### config.mk
export PLATFORM = sky130hd
export DESIGN_NAME = segre_mem_stage
export DESIGN_NICKNAME = d
export VERILOG_FILES = /design/src/rtl/segre_pkg.sv /design/src/rtl/segre_lsu_fmt.sv /design/src/rtl/segre_mem_stage.sv
export SDC_FILE = /design/constraint.sdc
export NUM_CORES = 1
export LEC_CHECK = 0
export ABC_AREA = 1
export BUFFER_PORTS_ARGS = -buffer_cell sky130_fd_sc_hd__buf_2
export CORE_MARGIN = 4
export CORE_UTILIZATION = 51
export CTS_CLUSTER_SIZE = 12
export DETAILED_ROUTE_END_ITERATION = 10
export PLACE_DENSITY = 0.88
export RECOVER_POWER = 25
export SYNTH_ARGS = -nofsm -noshare
export SYNTH_HDL_FRONTEND = slang
export SYNTH_SLANG_ARGS = --single-unit
### constraint.sdc
create_clock -name clk_i -period 4.85 [get_ports clk_i]
set_input_delay 0.485 -clock clk_i [delete_from_list [all_inputs] [get_ports clk_i]]
set_output_delay 0.485 -clock clk_i [all_outputs]
set_load 0.01 [all_outputs]
### src/rtl/segre_pkg.sv
// Shared types and sizes for the segre core pipeline.
package segre_pkg;

    localparam int WORD_SIZE = 32;
    localparam int ADDR_SIZE = 32;
    localparam int REG_SIZE  = 5;
    localparam int DMEM_BE_W = 4;

    typedef enum logic [1:0] {
        BYTE,
        HALF,
        WORD
    } memop_data_type_e;

    typedef logic [1:0] mem_state_e;
    localparam mem_state_e IDLE = 2'd0;
    localparam mem_state_e REQ  = 2'd1;
    localparam mem_state_e WAIT = 2'd2;

    typedef struct packed {
        logic [ADDR_SIZE-1:0] addr;
        logic                 we;
        logic [DMEM_BE_W-1:0] be;
        logic [WORD_SIZE-1:0] wdata;
    } dmem_req_t;

    function automatic logic is_misaligned(input memop_data_type_e memop_type,
                                           input logic [1:0]       addr_lsb);
        case (memop_type)
            HALF:    return addr_lsb[0];
            WORD:    return addr_lsb != 2'b00;
            default: return 1'b0;
        endcase
    endfunction

endpackage

### src/rtl/segre_lsu_fmt.sv
// Combinational lane formatting: store byte enables/data, load extraction and
// extension, and misalignment detection.
module segre_lsu_fmt
    import segre_pkg::*;
(
    input  memop_data_type_e       memop_type,
    input  logic [1:0]             addr_lsb,
    input  logic [WORD_SIZE-1:0]   st_data,
    input  logic [WORD_SIZE-1:0]   ld_rdata,
    input  logic                   sign_ext,
    output logic [DMEM_BE_W-1:0]   be,
    output logic [WORD_SIZE-1:0]   wdata,
    output logic [WORD_SIZE-1:0]   ld_data,
    output logic                   misaligned
);

    logic [7:0]  ld_byte;
    logic [15:0] ld_half;

    assign ld_byte    = ld_rdata[{addr_lsb, 3'b000} +: 8];
    assign ld_half    = ld_rdata[{addr_lsb[1], 4'b0000} +: 16];
    assign misaligned = is_misaligned(memop_type, addr_lsb);

    always_comb begin
        // NOTE: every output gets a default first so no path through the case infers a latch.
        be      = '0;
        wdata   = '0;
        ld_data = '0;
        case (memop_type)
            BYTE: begin
                be      = 4'b0001 << addr_lsb;
                wdata   = {4{st_data[7:0]}};
                ld_data = {{24{sign_ext & ld_byte[7]}}, ld_byte};
            end
            HALF: begin
                be      = 4'b0011 << addr_lsb;
                wdata   = {2{st_data[15:0]}};
                ld_data = {{16{sign_ext & ld_half[15]}}, ld_half};
            end
            default: begin
                be      = 4'b1111;
                wdata   = st_data;
                ld_data = ld_rdata;
            end
        endcase
    end

endmodule

### src/rtl/segre_mem_stage.sv
// MEM pipeline stage: data-memory access FSM, upstream stall and the MEM/WB
// output registers.
module segre_mem_stage
    import segre_pkg::*;
#(
    parameter bit ALIGN_CHECK = 1'b1
) (
    input  logic                   clk_i,
    input  logic                   rsn_i,
    input  logic [WORD_SIZE-1:0]   alu_res_i,
    input  logic                   rf_we_i,
    input  logic [REG_SIZE-1:0]    rf_waddr_i,
    input  logic [WORD_SIZE-1:0]   rf_st_data_i,
    input  memop_data_type_e       memop_type_i,
    input  logic                   memop_rd_i,
    input  logic                   memop_wr_i,
    input  logic                   memop_sign_ext_i,
    input  logic                   tkbr_i,
    input  logic [ADDR_SIZE-1:0]   new_pc_i,
    input  logic [ADDR_SIZE-1:0]   seq_new_pc_i,
    input  logic                   is_jaljalr_i,
    output logic                   stall_o,
    output logic                   dmem_req_o,
    output logic                   dmem_we_o,
    output logic [ADDR_SIZE-1:0]   dmem_addr_o,
    output logic [DMEM_BE_W-1:0]   dmem_be_o,
    output logic [WORD_SIZE-1:0]   dmem_wdata_o,
    input  logic                   dmem_gnt_i,
    input  logic                   dmem_rvalid_i,
    input  logic [WORD_SIZE-1:0]   dmem_rdata_i,
    output logic                   rf_we_o,
    output logic [REG_SIZE-1:0]    rf_waddr_o,
    output logic [WORD_SIZE-1:0]   rf_wdata_o,
    output logic                   misaligned_o,
    output logic                   tkbr_o,
    output logic [ADDR_SIZE-1:0]   new_pc_o
);

    mem_state_e             state_q, state_d;
    dmem_req_t              cap_q, cur_req, out_req;
    logic [DMEM_BE_W-1:0]   fmt_be;
    logic [WORD_SIZE-1:0]   fmt_wdata, ld_data;
    logic                   fmt_mis, memop, is_store, mis, valid_op;
    logic                   busy, done, req, advance;

    segre_lsu_fmt u_fmt (
        .memop_type (memop_type_i),
        .addr_lsb   (alu_res_i[1:0]),
        .st_data    (rf_st_data_i),
        .ld_rdata   (dmem_rdata_i),
        .sign_ext   (memop_sign_ext_i),
        .be         (fmt_be),
        .wdata      (fmt_wdata),
        .ld_data    (ld_data),
        .misaligned (fmt_mis)
    );

    // A load wins when both rd and wr are set, so no write is ever issued then.
    assign memop    = memop_rd_i | memop_wr_i;
    assign is_store = memop_wr_i & ~memop_rd_i;
    assign mis      = ALIGN_CHECK & memop & fmt_mis;
    assign valid_op = memop & ~mis;

    assign cur_req = '{addr:  {alu_res_i[ADDR_SIZE-1:2], 2'b00},
                       we:    is_store,
                       be:    fmt_be,
                       wdata: fmt_wdata};

    always_comb begin
        state_d = state_q;
        busy    = 1'b0;
        done    = 1'b0;
        req     = 1'b0;
        out_req = cur_req;
        case (state_q)
            IDLE: begin
                busy = valid_op;
                req  = valid_op;
                if (valid_op) begin
                    if (!dmem_gnt_i)   state_d = REQ;
                    else if (is_store) done    = 1'b1;
                    else               state_d = WAIT;
                end
            end
            REQ: begin
                // Hold the request from the captured copy until the memory accepts it.
                busy    = 1'b1;
                req     = 1'b1;
                out_req = cap_q;
                if (dmem_gnt_i) begin
                    if (cap_q.we) begin
                        done    = 1'b1;
                        state_d = IDLE;
                    end else begin
                        state_d = WAIT;
                    end
                end
            end
            WAIT: begin
                busy = 1'b1;
                if (dmem_rvalid_i) begin
                    done    = 1'b1;
                    state_d = IDLE;
                end
            end
            default: state_d = IDLE;
        endcase
    end

    assign dmem_req_o   = req & ~rsn_i;
    assign dmem_we_o    = out_req.we;
    assign dmem_addr_o  = out_req.addr;
    assign dmem_be_o    = out_req.be;
    assign dmem_wdata_o = out_req.wdata;
    assign stall_o      = busy & ~done & ~rsn_i;
    assign advance      = ~stall_o;

    always_ff @(posedge clk_i) begin
        // NOTE: state is updated with non-blocking assignments so every register samples pre-edge values.
        if (rsn_i) begin
            state_q      <= IDLE;
            cap_q        <= '0;
            rf_we_o      <= 1'b0;
            rf_waddr_o   <= '0;
            rf_wdata_o   <= '0;
            misaligned_o <= 1'b0;
            tkbr_o       <= 1'b0;
            new_pc_o     <= '0;
        end else begin
            state_q <= state_d;
            if (state_q == IDLE && valid_op) cap_q <= cur_req;
            rf_we_o      <= advance & rf_we_i & ~mis;
            rf_waddr_o   <= rf_waddr_i;
            rf_wdata_o   <= memop_rd_i   ? ld_data      :
                            is_jaljalr_i ? seq_new_pc_i : alu_res_i;
            misaligned_o <= mis & (state_q == IDLE);
            tkbr_o       <= advance & tkbr_i;
            new_pc_o     <= new_pc_i;
        end
    end

endmodule

Word-level counts from Yosys, hierarchy flattened. Index checks and enable logic that the tools add are counted.

Bits in registers: 141. Bits of input ports: 177. Output and inout port bits: 143. Word-level logic and storage cells: 70.

Eq/ne operators: 8. Shift operators: 4. Muxes and demuxes: 23. Bitwise logic cells: 18. Reduce and logical (&&, ||, !) cells: 6.

Operator list (count): 32-bit one-hot mux with 2 select lines (2); 69-bit two-way mux (1); 32-bit two-way mux (2); 32-bit by 6-bit indexed part select with 16-bit output (1); 32-bit by 6-bit indexed part select with 8-bit output (1); 1-bit AND (12); 2-bit two-way mux (6); 4-bit one-hot mux with 2 select lines (1); 1-bit two-way mux (6); 2-bit inequality test, second input constant (3); 1-bit one-hot mux with 2 select lines (3); 2-bit one-hot mux with 3 select lines (1); 1-bit inverter (5); 2-bit by 1-bit equality test with 1-bit output, second input constant (2); 2-bit equality test, second input constant (2); 2-bit logical NOT (2); 4-bit AND reduction (1); 1-bit by 2-bit << shifter with 4-bit output, first input constant (1); 2-bit by 2-bit << shifter with 4-bit output, first input constant (1); 3-bit inequality test, second input constant (1); 1-bit one-hot mux with 3 select lines (1); 2-bit nonzero test (1); 2-bit OR reduction (1); 1-bit logical AND (1); 1-bit OR (1).

Depth between registers and ports, before layout.
Depth in word-level cells: 13. Mapped depth: 11. Gate-level depth less buffers: 10.

By module. Synthesis repeated with hierarchy kept, for this count alone.

Cells, all modules: 1137. Area, all modules: 7465.9 µm².

By module, submodules not included: segre_mem_stage (instances 1, cells an instance 886, area an instance 6097.1 µm²); segre_lsu_fmt (instances 1, cells an instance 251, area an instance 1368.8 µm²).

Worst setup path after synthesis. OpenSTA, ideal clock, no wires.

Path kind: input port to output port. Start point: in memop_type_i[1]. End point: out dmem_req_o. Data arrival time: 1.854 ns. Path slack: 2.511 ns. Stages on the path: 9. Buffers on the path: 2. Cell sequence: buf_2 -> clkinv_1 -> ha_1 -> nand2_1 -> nand2_1 -> nand2_2 -> nand3_4 -> buf_2 -> a21oi_1.

Longest elaborated chain between the ends: 7. Elaborated cells between the ends (all ways): 8. Classes of those cells: eq/ne: 2; mux: 2; bitwise: 4.

Ends and longest elaborated chain: from (decl) (line segre_mem_stage.sv:14) `input memop_data_type_e memop_type_i,`; 2-bit equality test or 2-bit by 1-bit equality test with 1-bit output (tied branches) (line segre_pkg.sv:29) `case (memop_type)`; 1-bit one-hot mux with 2 select lines (*) (line segre_pkg.sv:29); 1-bit AND (*) (line segre_mem_stage.sv:61) `assign mis = ALIGN_CHECK & memop & fmt_mis;`; 1-bit inverter (*) (line segre_mem_stage.sv:62) `assign valid_op = memop & ~mis;`; 1-bit AND (*) (line segre_mem_stage.sv:62); 1-bit one-hot mux with 2 select lines (*) (line segre_mem_stage.sv:75) `case (state_q)`; 1-bit AND (*) (line segre_mem_stage.sv:110) `assign dmem_req_o = req & ~rsn_i;`; to (decl) (line segre_mem_stage.sv:23) `output logic dmem_req_o,`.

Every way passes the cells marked *; elsewhere a longest branch is shown, timed or not.

Worst setup path in the final report.
Start point: reg state_q[1]. End point: out dmem_addr_o[21].

Longest elaborated chain between the ends: 2.

Ends and longest elaborated chain: from (decl) (line segre_mem_stage.sv:39) `mem_state_e state_q, state_d;`; from (signal assigned) (line segre_mem_stage.sv:130) `state_q <= state_d;`; 2-bit by 1-bit equality test with 1-bit output (line segre_mem_stage.sv:75); 69-bit two-way mux (line segre_mem_stage.sv:75); to (decl) (line segre_mem_stage.sv:25) `output logic [ADDR_SIZE-1:0] dmem_addr_o,`.

Every way passes these cells.

==> results.cfg <==
[outcome]
outcome = finished clean

[logic_synthesis]
yosysWarningCount = 0
synth_top_area_share_pct = 39.9
synth.distinct_cells = 30
syn_area_um2 = 7080
yosysTopAreaCell = dfxtp_1
syn_avg_cell_area_um2 = 6.52
ys_ff_latch = 141
ys_top_cells_by_area = dfxtp_1, o21ai_0, nand2_1, a21oi_1, inv_1
netlist_instances = 1086
synth_seq_area_share_pct = 39.9

[clocking]
clkSlewWorstSetupHoldPaths_ns = 0.07
numCtsBuffers = 17
cts_hold_buf = 0
cts_buffer_depth = 2
post_cts_resized = 0
cts-htree-levels = 4
cts_root_buffer = clkbuf_16
clock_latency_ns = 0.43
cts_tree = yes
cts.sinks = 141
post_cts_buffers = 0

[worst_setup_path]
worstPathBufferInverterCount = 4
required_ns = 4.37
r2r_start = state_q[1]
worst-r2r-cell-count = 9
path_cells = inv_1 > ha_1 > inv_2 > buf_4 > nand2_1 > o21ai_0 > buf_2
slowest_delay_ns = 0.72
setup.worst_path.start = state_q[1]
rr_endpoint = state_q[1]
end_kind = primary output
r2r_slack_ns = 2.23
slowest_stage = inv_2
crit_family = buffers and inverters
arrival_ns = 2.76
crit_path_max_fanout = 70
crit_type = reg -> out
critPathLaunchType = register

[power]
p_leak_nw = 4.77
peakVddDrop_uv = 242
powerDensity_nw_per_um2 = 388

[placed_design]
pre_cts_ws_ns = 1.71
routabilityCongestion = 0.903
placed_area_um2 = 8560
port_buffers = 317
place_hpwl_um = 17800

[routing]
vias_per_cell = 5.17
detail_route.wl_per_cell_um = 15.5
drtIter0Drc = 696
finalWirelength_um = 23900
drc_errors = 0
drt_pass1_iterations = 5
drtAntennaViolNets = 0
dr_total_vias = 7978

[sta]
max_freq_ghz = 0.308
fin_crit_ns = 3.25
maxSlewHeadroom_pct = 29.4
finalSetupViolCount = 0
finClkSkew_ns = 0.00978
tns_ns = 0
finalCritPeriodShare_pct = 67.0
finalMaxSlewViolations = 0
finalHoldViolCount = 0
worst_slew_pin_slew_ns = 1.06
rsz0062_at_grt = no
setup_ws_ns = 1.60

[layout]
utilization_pct = 67.9
final_area_um2 = 9090
drive_above_1_share_pct = 24.2
area_growth_pct = 28.4
multi_input_area_um2 = 3230
fillCellCount = 1177
seq_area_um2 = 2820
nNetsFinal = 1538

[floorplanning]
io_pins = 320
die-height_um = 126
initial_utilization_pct = 52.8
dieArea_um2 = 15800
core_um2 = 13400
die_w_um = 126
rows = 42

[worst_hold_path]
min_from = new_pc_i[12]
holdPathStages = 3
hp-class = in -> reg
hold_end = new_pc_o[12]

[global_routing]
antenna_found_initial = 2
grt_max_degree = 71
grt_util_all_layers_pct = 29.0
grt_overflow_total = 0
grt_pass1_vias = 7470
grt_pass1_wl_um = 37100

[job]
cap_violations = 0
==> per-stage QoR <==
| step | cells | hold WS [ns] | total power, mW |
|---|---|---|---|
| 6_report | 1544 | 0.259 | 3.53 |
| 5_1_grt | 1544 | 0.251 | 3.72 |
| 4_1_cts | 1543 | 0.246 | 3.54 |
| 3_5_place_dp | 1511 | 0.438 | 2.29 |
| 3_3_place_gp | 1511 | 0.433 | 2.26 |
| 2_1_floorplan | 1087 | 0.424 | 1.97 |
==> state kept, by name, summed over array words and instances (netlist names) <==
register	cells
misaligned_o	1
rf_wdata_o	32
tkbr_o	1
rf_we_o	1
state_q	2
cap_q	67
rf_waddr_o	5
new_pc_o	32
==> cells in the mapped netlist <==
cell      instances
buf_2            29
nand3_2           1
conb_1            1
inv_2             1
buf_1             3
nor3_1            2
nor2_1           75
nor2_2            1
dfxtp_1         141
nand3_1          23
or2_1             1
nand2_2           1
a21boi_0          1
nand3_4           1
o21ai_0         194
nand2_1         229
clkinv_1          1
nand4_1           1
o21ai_1           4
buf_6             4
a21oi_1         132
o22ai_1           2
o211ai_1          1
buf_4            10
inv_1           169
clkbuf_1         31
ha_1              7
o21a_1            6
a21oi_2           1
a31oi_1          13
==> cell families after synthesis <==
kind of cell	count (synthesis)	share of synthesized area [%]
simple gates	335	18.6
compound gates	354	25.6
fa+ha+maj	7	1.24
other cells	1	0.0530
buf+inv	248	14.6
flops	141	39.9
==> worst max-delay path by stage <==
stage | end | slack, ns | cells past startpoint
finish | dmem_addr_o[21] | 1.60 | 7
global route | dmem_addr_o[21] | 1.40 | 7
CTS | dmem_addr_o[21] | 1.63 | 7
detailed placement | stall_o | 1.71 | 9
global placement | stall_o | 1.77 | 9
floorplan | dmem_req_o | 2.51 | 9
==> worst register-to-register path, delay by kind of cell (launching register included) <==
family,cells,cell delay (ns)
AOI/OAI and AO/OA,2,0.21
adders and majority gates,1,0.21
buffers and inverters,3,1.31
DFF,1,0.39
and+or+nand+nor,3,0.38
==> report_power, final <==
part	total [mW]	switching, mW	internal (mW)
clock	1.26	0.532	0.730
sequential	1.36	0.0479	1.31
combinational	0.913	0.597	0.316
==> area by class of cell <==
class	count	area share [%]
multi-input cells	698	35.5
well taps	176	2.42
repair buffers	325	17.7
clock buffers	19	4.87
diodes	1	0.0275
clock inverters	13	1.43
inverters	171	7.06
flip-flops and latches	141	31.0
==> layout by cell type, fill, tap and decap left out, drive strengths merged <==
cell type	instances
o21ai	198
buf	292
inv	176
nand4	1
or2	1
a31oi	13
clkinvlp	3
o21a	6
o22ai	2
diode	1
nand2	230
o211ai	1
bufinv	1
a21oi	133
dfxtp	141
ha	7
nor2	76
conb	2
clkinv	4
nor3	2
nand3	25
a21boi	1
clkbuf	52
==> per-layer routing <==
layer  GRT usage, %  routed length, um
met1           35.4               9270
met2           48.5              11600
met3           6.86               2170
met4           13.8                866
met5              0                 18
Power figures use the tool's default switching activity.
